## src/rtl/ddr_rd_slip_train_if.sv

```systemverilog
// ddr_rd_slip_train_if: bundle between the init sequencer, the DDR PHY read lanes and the slip trainer.
// The master modport belongs to the side that issues start and supplies lane words; the slave modport belongs to the trainer.
interface ddr_rd_slip_train_if;
    logic       start;
    logic [7:0] q_0;
    logic [7:0] q_1;
    logic       align_rst_ol;
    logic       align_il;
    logic       busy;
    logic       done;
    logic       fail;
    logic [3:0] slip_cnt;
    logic       lock_lost;

    modport master (
        output start, q_0, q_1,
        input  align_rst_ol, align_il, busy, done, fail, slip_cnt, lock_lost
    );

    modport slave (
        input  start, q_0, q_1,
        output align_rst_ol, align_il, busy, done, fail, slip_cnt, lock_lost
    );
endinterface

```

## src/rtl/ddr_rd_slip_train.sv

```systemverilog
// ddr_rd_slip_train: read-side word-alignment trainer for the x2 DDR IO pair, gsclk domain.
// Define DDR_RD_LOCK_MONITOR_EN to build the post-lock loss-of-lock monitor (lock_lost).
module ddr_rd_slip_train #(
    parameter logic [7:0] TRAIN_PATTERN = 8'h0F,
    parameter int         MATCH_CNT     = 4,
    parameter int         CHECK_CYC     = 16,
    parameter int         SLIP_WAIT     = 8,
    parameter int         RST_CYC       = 4,
    parameter int         MAX_SLIPS     = 8
) (
    input logic                gsclk,
    input logic                rst_n,
    ddr_rd_slip_train_if.slave bus
);
    typedef enum logic [2:0] {IDLE, PRST, SETTLE, CHECK, SLIP, WAIT, DONE, FAIL} state_t;

    localparam logic [7:0] RST_LAST   = 8'(RST_CYC - 1);
    localparam logic [7:0] WAIT_LAST  = 8'(SLIP_WAIT - 1);
    localparam logic [7:0] CHECK_LAST = 8'(CHECK_CYC - 1);
    localparam logic [3:0] MATCH_TGT  = 4'(MATCH_CNT);
    localparam logic [3:0] SLIP_MAX   = 4'(MAX_SLIPS);

    state_t     state, next_state;
    logic [7:0] cyc_cnt, cyc_cnt_d;
    logic [3:0] match_cnt, match_cnt_d, match_inc;
    logic [3:0] slip_cnt_q, slip_cnt_d;
    logic       hit, start_ok;
    logic       align_rst_q, align_rst_d;
    logic       align_il_q, align_il_d;
    logic       busy_q, busy_d, done_q, done_d, fail_q, fail_d;

    assign hit       = (bus.q_0 == TRAIN_PATTERN) && (bus.q_1 == TRAIN_PATTERN);
    assign match_inc = hit ? match_cnt + 4'd1 : 4'd0;
    assign start_ok  = (state == IDLE || state == DONE || state == FAIL) && bus.start;

    // Outputs are registered from the next state so the PHY controls never glitch.
    always_ff @(posedge gsclk or negedge rst_n) begin
        if (!rst_n) begin
            state       <= IDLE;
            cyc_cnt     <= '0;
            match_cnt   <= '0;
            slip_cnt_q  <= '0;
            align_rst_q <= 1'b0;
            align_il_q  <= 1'b0;
            busy_q      <= 1'b0;
            done_q      <= 1'b0;
            fail_q      <= 1'b0;
        end else begin
            state       <= next_state;
            cyc_cnt     <= cyc_cnt_d;
            match_cnt   <= match_cnt_d;
            slip_cnt_q  <= slip_cnt_d;
            align_rst_q <= align_rst_d;
            align_il_q  <= align_il_d;
            busy_q      <= busy_d;
            done_q      <= done_d;
            fail_q      <= fail_d;
        end
    end

    always_comb begin
        next_state  = state;
        cyc_cnt_d   = cyc_cnt;
        match_cnt_d = match_cnt;
        case (state)
            IDLE, DONE, FAIL: begin
                if (bus.start) begin
                    next_state = PRST;
                    cyc_cnt_d  = '0;
                end
            end
            PRST: begin
                if (cyc_cnt == RST_LAST) begin
                    next_state = SETTLE;
                    cyc_cnt_d  = '0;
                end else begin
                    cyc_cnt_d = cyc_cnt + 8'd1;
                end
            end
            SETTLE, WAIT: begin
                if (cyc_cnt == WAIT_LAST) begin
                    next_state  = CHECK;
                    cyc_cnt_d   = '0;
                    match_cnt_d = '0;
                end else begin
                    cyc_cnt_d = cyc_cnt + 8'd1;
                end
            end
            CHECK: begin
                // A completed match run wins over window expiry on the same cycle.
                match_cnt_d = match_inc;
                if (match_inc == MATCH_TGT) begin
                    next_state = DONE;
                end else if (cyc_cnt == CHECK_LAST) begin
                    cyc_cnt_d  = '0;
                    next_state = (slip_cnt_q == SLIP_MAX) ? FAIL : SLIP;
                end else begin
                    cyc_cnt_d = cyc_cnt + 8'd1;
                end
            end
            SLIP: begin
                next_state = WAIT;
                cyc_cnt_d  = '0;
            end
            default: next_state = IDLE;
        endcase
    end

    always_comb begin
        align_rst_d = (next_state == PRST);
        align_il_d  = (next_state == SLIP);
        busy_d      = (next_state == PRST) || (next_state == SETTLE) || (next_state == CHECK) ||
                      (next_state == SLIP) || (next_state == WAIT);
        done_d      = (next_state == DONE);
        fail_d      = (next_state == FAIL);
        slip_cnt_d  = slip_cnt_q;
        if (start_ok) begin
            slip_cnt_d = '0;
        end else if (state == CHECK && next_state == SLIP) begin
            slip_cnt_d = slip_cnt_q + 4'd1;
        end
    end

    assign bus.align_rst_ol = align_rst_q;
    assign bus.align_il     = align_il_q;
    assign bus.busy         = busy_q;
    assign bus.done         = done_q;
    assign bus.fail         = fail_q;
    assign bus.slip_cnt     = slip_cnt_q;

`ifdef DDR_RD_LOCK_MONITOR_EN
    logic [3:0] miss_cnt;
    logic       lock_lost_q;

    // Once locked, a full MATCH_CNT run of misses latches lock_lost until the next start.
    always_ff @(posedge gsclk or negedge rst_n) begin
        if (!rst_n) begin
            miss_cnt    <= '0;
            lock_lost_q <= 1'b0;
        end else begin
            if (start_ok) begin
                lock_lost_q <= 1'b0;
            end
            if (state == DONE && next_state == DONE) begin
                if (hit) begin
                    miss_cnt <= '0;
                end else if (miss_cnt != MATCH_TGT) begin
                    miss_cnt <= miss_cnt + 4'd1;
                    if (miss_cnt + 4'd1 == MATCH_TGT) begin
                        lock_lost_q <= 1'b1;
                    end
                end
            end else begin
                miss_cnt <= '0;
            end
        end
    end

    assign bus.lock_lost = lock_lost_q;
`else
    assign bus.lock_lost = 1'b0;
`endif
endmodule

```

## src/flat_wrapper.sv

```systemverilog
// flat-port wrapper written by rule: the top's interface ports become plain ports
module ddr_rd_slip_train_flat 
#(
    parameter logic [7:0] TRAIN_PATTERN = 8'h0F,
    parameter int         MATCH_CNT     = 4,
    parameter int         CHECK_CYC     = 16,
    parameter int         SLIP_WAIT     = 8,
    parameter int         RST_CYC       = 4,
    parameter int         MAX_SLIPS     = 8
)
  (gsclk, rst_n, bus_start, bus_q_0, bus_q_1, bus_align_rst_ol, bus_align_il, bus_busy, bus_done, bus_fail, bus_slip_cnt, bus_lock_lost);
  ddr_rd_slip_train_if bus_i ();
  input logic gsclk;
  input logic rst_n;
  input wire logic [$bits(bus_i.start)-1:0] bus_start;
  input wire logic [$bits(bus_i.q_0)-1:0] bus_q_0;
  input wire logic [$bits(bus_i.q_1)-1:0] bus_q_1;
  output wire logic [$bits(bus_i.align_rst_ol)-1:0] bus_align_rst_ol;
  output wire logic [$bits(bus_i.align_il)-1:0] bus_align_il;
  output wire logic [$bits(bus_i.busy)-1:0] bus_busy;
  output wire logic [$bits(bus_i.done)-1:0] bus_done;
  output wire logic [$bits(bus_i.fail)-1:0] bus_fail;
  output wire logic [$bits(bus_i.slip_cnt)-1:0] bus_slip_cnt;
  output wire logic [$bits(bus_i.lock_lost)-1:0] bus_lock_lost;
  assign bus_i.start = bus_start;
  assign bus_i.q_0 = bus_q_0;
  assign bus_i.q_1 = bus_q_1;
  assign bus_align_rst_ol = bus_i.align_rst_ol;
  assign bus_align_il = bus_i.align_il;
  assign bus_busy = bus_i.busy;
  assign bus_done = bus_i.done;
  assign bus_fail = bus_i.fail;
  assign bus_slip_cnt = bus_i.slip_cnt;
  assign bus_lock_lost = bus_i.lock_lost;
  ddr_rd_slip_train #(.TRAIN_PATTERN(TRAIN_PATTERN), .MATCH_CNT(MATCH_CNT), .CHECK_CYC(CHECK_CYC), .SLIP_WAIT(SLIP_WAIT), .RST_CYC(RST_CYC), .MAX_SLIPS(MAX_SLIPS)) u_core (.gsclk(gsclk), .rst_n(rst_n), .bus(bus_i));
endmodule
```

## config.mk

```make
export PLATFORM = sky130hd
export DESIGN_NAME = ddr_rd_slip_train_flat
export DESIGN_NICKNAME = d
export VERILOG_FILES = /design/src/rtl/ddr_rd_slip_train_if.sv /design/src/rtl/ddr_rd_slip_train.sv /design/src/flat_wrapper.sv
export SDC_FILE = /design/constraint.sdc
export NUM_CORES = 1
export LEC_CHECK = 0
export ABC_AREA = 1
export CAP_MARGIN = 10
export CORE_ASPECT_RATIO = 1.75
export CORE_UTILIZATION = 45
export DETAILED_ROUTE_END_ITERATION = 8
export GPL_TIMING_DRIVEN = 0
export PLACE_DENSITY_LB_ADDON = 0.25
export RECOVER_POWER = 50
export SYNTH_ARGS = -nofsm -noshare
export SYNTH_HDL_FRONTEND = slang
export SYNTH_SLANG_ARGS = --single-unit
```

## constraint.sdc

```tcl
create_clock -name gsclk -period 1.8 [get_ports gsclk]
set_clock_uncertainty 0.15 [all_clocks]
set_input_delay 0.27 -clock gsclk [delete_from_list [all_inputs] [get_ports gsclk]]
set_output_delay 0.27 -clock gsclk [all_outputs]
set_load 0.01 [all_outputs]
```

# Word-level counts from Yosys, hierarchy flattened
# Index checks and enable logic that the tools add are counted.
[totals]
regBits = 24
latchBits = 0
mem_bits_rw = 0
romBits = 0
inputBits = 19
out_inout_bits = 10
elab_cells = 70
memories = 0
[classes]
addsub = 3
mul = 0
div_mod_pow = 0
n_lt_le_gt_ge = 0
eq_ne = 24
shift = 0
mux = 18
bitwise_logic = 0
n_reduce_logical = 16
[ops]
columns = ["cell", "count"]
rows = [
  ["2-to-1 mux 8 bit", 5],
  ["case mux 8 bit (5 select lines)", 1],
  ["== test 3 bit (second input constant)", 8],
  ["== test 8 x 4 -> 1 bit (second input constant)", 3],
  ["2-to-1 mux 4 bit", 4],
  ["2-to-1 mux 3 bit", 5],
  ["case mux 3 bit (5 select lines)", 1],
  ["== test 3 x 2 -> 1 bit (second input constant)", 4],
  ["adder 4 x 1 -> 4 bit (second input constant)", 2],
  ["adder 8 x 1 -> 8 bit (second input constant)", 1],
  ["== test 8 x 2 -> 1 bit (second input constant)", 1],
  ["== test 8 x 3 -> 1 bit (second input constant)", 1],
  ["case mux 4 bit (2 select lines)", 1],
  ["== test 3 x 1 -> 1 bit (second input constant)", 2],
  ["logical OR 1 bit", 6],
  ["== test 4 x 3 -> 1 bit (second input constant)", 1],
  ["== test 4 bit (second input constant)", 1],
  ["inequality test 2 bit (second input constant)", 2],
  ["AND reduction 2 bit", 2],
  ["nonzero test 2 bit", 2],
  ["logical AND 1 bit", 3],
  ["logical NOT 3 bit", 1],
  ["OR reduction 3 bit", 1],
  ["2-to-1 mux 2 bit", 1],
  ["other kinds (2)", 2],
]

# Longest topological paths before layout
[depth]
word_depth = 11
depth_mapped = 13
ltp_nobuf = 13

# Worst setup path before layout
# No wires, ideal clock.
[synth_path]
path_type = "reg-to-reg"
from = "register u_core.cyc_cnt[0]"
to = "register u_core.slip_cnt_q[2], in the netlist u_core.bus.slip_cnt[2]"
setup_ps = 118
t_arrival_ps = 1432
setup_slack_ps = 100
path_stages_with_launch = 13
path_buffers = 0
period_less_slack_ps = 1700
path_cell_list = "dfrtp_1 ha_1 nand2_1 inv_2 nand2_2 nor2_4 a21oi_1 nor2_2 nand4_2 clkinv_2 nand2_4 nand3_1 nand2_1"
[synth_between]
elab_chain_len = 7
[synth_lines]
columns = ["element", "line_no", "source"]
rows = [
  ["from (decl)", "ddr_rd_slip_train.sv:24", "logic [7:0] cyc_cnt, cyc_cnt_d;"],
  ["from (signal assigned)", "ddr_rd_slip_train.sv:50", "cyc_cnt <= cyc_cnt_d;"],
  ["== test 8 x 4 -> 1 bit", "ddr_rd_slip_train.sv:94", "end else if (cyc_cnt == CHECK_LAST) begin"],
  ["2-to-1 mux 3 bit", "ddr_rd_slip_train.sv:94", ""],
  ["2-to-1 mux 3 bit", "ddr_rd_slip_train.sv:92", "if (match_inc == MATCH_TGT) begin"],
  ["case mux 3 bit (5 select lines) *", "ddr_rd_slip_train.sv:65", "case (state)"],
  ["== test 3 bit *", "ddr_rd_slip_train.sv:119", "end else if (state == CHECK && next_state == SLIP) begin"],
  ["logical AND 1 bit *", "ddr_rd_slip_train.sv:119", ""],
  ["nonzero test 2 bit (no source line) *", "--", ""],
  ["to (signal assigned)", "ddr_rd_slip_train.sv:52", "slip_cnt_q <= slip_cnt_d;"],
  ["to (decl)", "ddr_rd_slip_train.sv:26", "logic [3:0] slip_cnt_q, slip_cnt_d;"],
]
# Every way passes the cells marked *; elsewhere a longest branch is shown, timed or not.
# A chain may end at the register's enable or synchronous reset.

# Worst setup path after layout
[layout_path]
from = "register u_core.cyc_cnt[0]"
to = "register u_core.slip_cnt_q[0], in the netlist u_core.bus.slip_cnt[0]"
# The elaborated chain is that of the path after synthesis.

==> impl_metrics.ini <==
[power_and_ir_drop]
p_leak_nw = 1.14
finalPower_mw = 2.52
power_density_nw_per_um2 = 1070
power.combinational.fraction_pct = 56.7
clkPwrFrac_pct = 15.1
swShare_pct = 44.2
ir_drop_uv = 785
power_frac_seq_pct = 28.2
p_sw_mw = 1.11
intPower_mw = 1.41

[synth]
synthXorXnorAreaFrac_pct = 2.26
ys_ff_latch = 24
synthAdderAreaFrac_pct = 3.23
yosysSeqAreaShare_pct = 38.7
syn_inst = 194
synth_top_family_by_area = simple AND/OR/NAND/NOR gates
synth_edf_count = 0
yosys_warnings = 0
synth_async_sr_flop_share_pct = 100
syn_area_um2 = 1550
synth-compound-area-share_pct = 9.69
synth.mux.area_fraction_pct = 0
synth.distinct_cells = 39
synth_ff_type = dfrtp_1
synthSimpleGateAreaFrac_pct = 36.2
avgSynthCellArea_um2 = 7.99
synth_nets = 217

[drt]
avgRoutedWirePerCell_um = 15.0
routed_wl_mm = 4.43
routed_via_density = 5.35
drt_first_pass_iters = 5
ant_nets = 0
dr_total_vias = 1585
first_iter_violations = 43
drcViolationCount = 0

[finish]
final_cell_area_um2 = 2370
nFillCells = 228
layout-drive-gt1-share_pct = 38.7
fin_nets = 277
area_growth_pct = 52.7
final_util_pct = 73.8
stdcell_count = 296
antennaDiodeCount = 0

[worst_hold_path]
worstHoldEndpoint = u_core.match_cnt[0]$_DFFE_PN0P_
hp-class = in2reg
min-delay-start = bus_q_1[5]
hold_depth = 6

[clock_network]
cts_buffers = 3
root_buffer = clkbuf_8
cts_buffer_depth = 2
clkTransAtPathRegs_ns = 0.09
hold_buffers = 0
htree_num_levels = 1
cts_tree = done
clkLatencyLatePin_ns = 0.27
cts_sinks = 24

[setup_path]
worstPathRequired_ns = 1.82
worstPathCellList = ha_4, inv_1, nor2_1, nand3_1, nand3_2, nor2_4, nand4_4, clkinv_4, nand2_8, nand3_2, nand2_1
start_kind = flip-flop
reg2regPathDepth = 11
critPathCaptureType = flip-flop
r2r_start = u_core.cyc_cnt[0]$_DFFE_PN0P_
worstSetupPathType = reg2reg
cp_common_cell = nand3_2
path_max_fanout = 5
crit_arrival_ns = 1.92
path_buf_inv = 2
critical-path-slowest-cell = dfrtp_1
reg2reg_slack_ns = -0.09
timing.rr.end = u_core.bus.slip_cnt[0]$_DFFE_PN0P_
critPathMaxStageDelay_ns = 0.43
crit_family = simple AND/OR/NAND/NOR gates

[die]
std_cell_rows = 27
fp.dieH_um = 79.6
initial_core_util_pct = 48.3
core_um2 = 3210
dieArea_um2 = 3690
fp.dieW_um = 46.4
ios = 29

[timing]
finalSetupViolCount = 14
finalHoldViolations = 0
period_needed_ns = 1.89
timing.fmax_ghz = 0.528
tightest_slew_ns = 1.08
slew_viol_final = 0
layout_setup_ws_ns = -0.0947
rsz0062_at_grt = yes
slew_headroom_pct = 27.6
post-route-period-util_pct = 105

[placed_design]
gp_congestion = 0.861
place_inst = 264
place_hpwl_mm = 2.61
portBuffers = 27
post-place-ws_ns = -0.332
placed_cell_area_um2 = 1870

[global_route]
overflow = 0
grt_pass1_vias = 1453
grt_pass1_wl_mm = 5.93
antenna_found_initial = 0
grt.total_usage_pct = 21.7
grt_max_degree = 25

[flow_run]
maxCapViolations = 0

[status]
violations = setup timing
outcome = finished, violations left
synth_stat cells (3+ instances only):
cell type / number / share of area [%]
a21oi_1: 5 / 1.6
buf_4: 3 / 1.5
dfrtp_1: 24 / 39
ha_1: 4 / 3.2
inv_1: 25 / 6.1
inv_2: 4 / 0.97
nand2_1: 32 / 7.7
nand2_2: 3 / 1.2
nand3_1: 16 / 5.2
nand4_1: 9 / 3.6
nor2_1: 21 / 5.1
o21ai_0: 6 / 1.9
o21ai_1: 4 / 1.3
xor2_1: 3 / 1.7
logic make-up (layout without fill, tap and decap cells):
| group | count (synthesis) | in the layout |
|---|---|---|
| AND/OR/NAND/NOR | 102 | 102 |
| buffers and inverters | 35 | 94 |
| AO/OA/AOI/OAI | 24 | 24 |
| flip-flops | 24 | 24 |
| adder cells (fa/ha/maj) | 4 | 4 |
| XOR/XNOR | 4 | 4 |
| other | 1 | 1 |
how the worst max path moves through the flow:
| stage | end | slack, ns | cells after the start | from |
|---|---|---|---|---|
| 2_1_floorplan | u_core.bus.slip_cnt[2]$_DFFE_PN0P_ | 0.10 | 12 | u_core.cyc_cnt[0]$_DFFE_PN0P_ |
| 3_3_place_gp | u_core.cyc_cnt[2]$_DFFE_PN0P_ | -0.33 | 12 | bus_q_1[0] |
| 3_5_place_dp | u_core.cyc_cnt[2]$_DFFE_PN0P_ | -0.33 | 12 | bus_q_1[1] |
| 4_1_cts | u_core.bus.slip_cnt[0]$_DFFE_PN0P_ | -0.03 | 12 | u_core.cyc_cnt[1]$_DFFE_PN0P_ |
| 5_1_grt | u_core.bus.slip_cnt[0]$_DFFE_PN0P_ | -0.18 | 11 | u_core.cyc_cnt[0]$_DFFE_PN0P_ |
| 6_report | u_core.bus.slip_cnt[0]$_DFFE_PN0P_ | -0.09 | 11 | u_core.cyc_cnt[0]$_DFFE_PN0P_ |
power by group through the flow:
stage,Combinational (mW),Sequential (mW),Clock [mW]
finish,1.43,0.711,0.382
global placement,0.878,0.702,0
detailed placement,0.883,0.705,0
floorplan,0.646,0.702,0
CTS,0.997,0.704,0.375
global route,1.56,0.723,0.392
flip-flops by register name, indices dropped and copies added (netlist names):
| name | cells |
|---|---|
| u_core.bus.done | 1 |
| u_core.match_cnt | 4 |
| u_core.bus.slip_cnt | 4 |
| u_core.bus.fail | 1 |
| u_core.state | 3 |
| u_core.bus.busy | 1 |
| u_core.cyc_cnt | 8 |
| u_core.bus.align_il | 1 |
| u_core.bus.align_rst_ol | 1 |
area by class of cell:
cell class / count / area, um2 / share of cell area [%]
Timing Repair inverter: 1 / 6.26 / 0.264
Inverter: 32 / 138 / 5.81
Tap cell: 43 / 53.8 / 2.27
Timing Repair Buffer: 54 / 472 / 19.9
Multi-Input combinational cell: 135 / 1010 / 42.9
Clock buffer: 4 / 55.1 / 2.33
Sequential cell: 24 / 606 / 25.6
Buffer: 3 / 22.5 / 0.951
routing by layer:
layer  vias up  track usage (%)  share of wire (%)
met5         -                0                  0
met1       756             22.2                 35
li1        758                -                  -
met3        17             1.81                4.1
met4         0             9.41                4.4
met2        54             41.0                 56
worst reg2reg max path: stages, from the launching register on:
cell and delay (ns):
dfrtp_1 0.43, ha_4 0.19, inv_1 0.15, nor2_1 0.06
nand3_1 0.12, nand3_2 0.11, nor2_4 0.15, nand4_4 0.15
clkinv_4 0.11, nand2_8 0.07, nand3_2 0.06, nand2_1 0.05
layout by cell type (no fill, tap or decap), types with 5 or more instances in the layout:
cell type and n:
buf_4 26, inv_1 25, nand2_1 25, dfrtp_1 20, nor2_1 15, dlygate4sd2_1 15, clkdlybuf4s50_1 11, nand3_2 10
nand4_1 9, nand3_1 8, nand2_2 7, nor2_2 5, nor2_4 5
what timing repair did:
action / 4_1_cts / 5_1_grt
endpoints found under the setup margin: 16 / 19
setup buffers: 8 / 19
pin swaps: 26 / 22
cloned: 0 / 1
resized for setup: 31 / 44
endpoints found under the hold margin: 0 / 0
metrics by stage:
step                setup TNS [ns]  hold slack [ns]
floorplan                        0           -0.176
global placement             -4.75            0.376
detailed placement           -4.97            0.369
CTS                        -0.0724            0.391
global route                 -2.20            0.388
finish                      -0.696            0.322
Power figures use the tool's default switching activity.
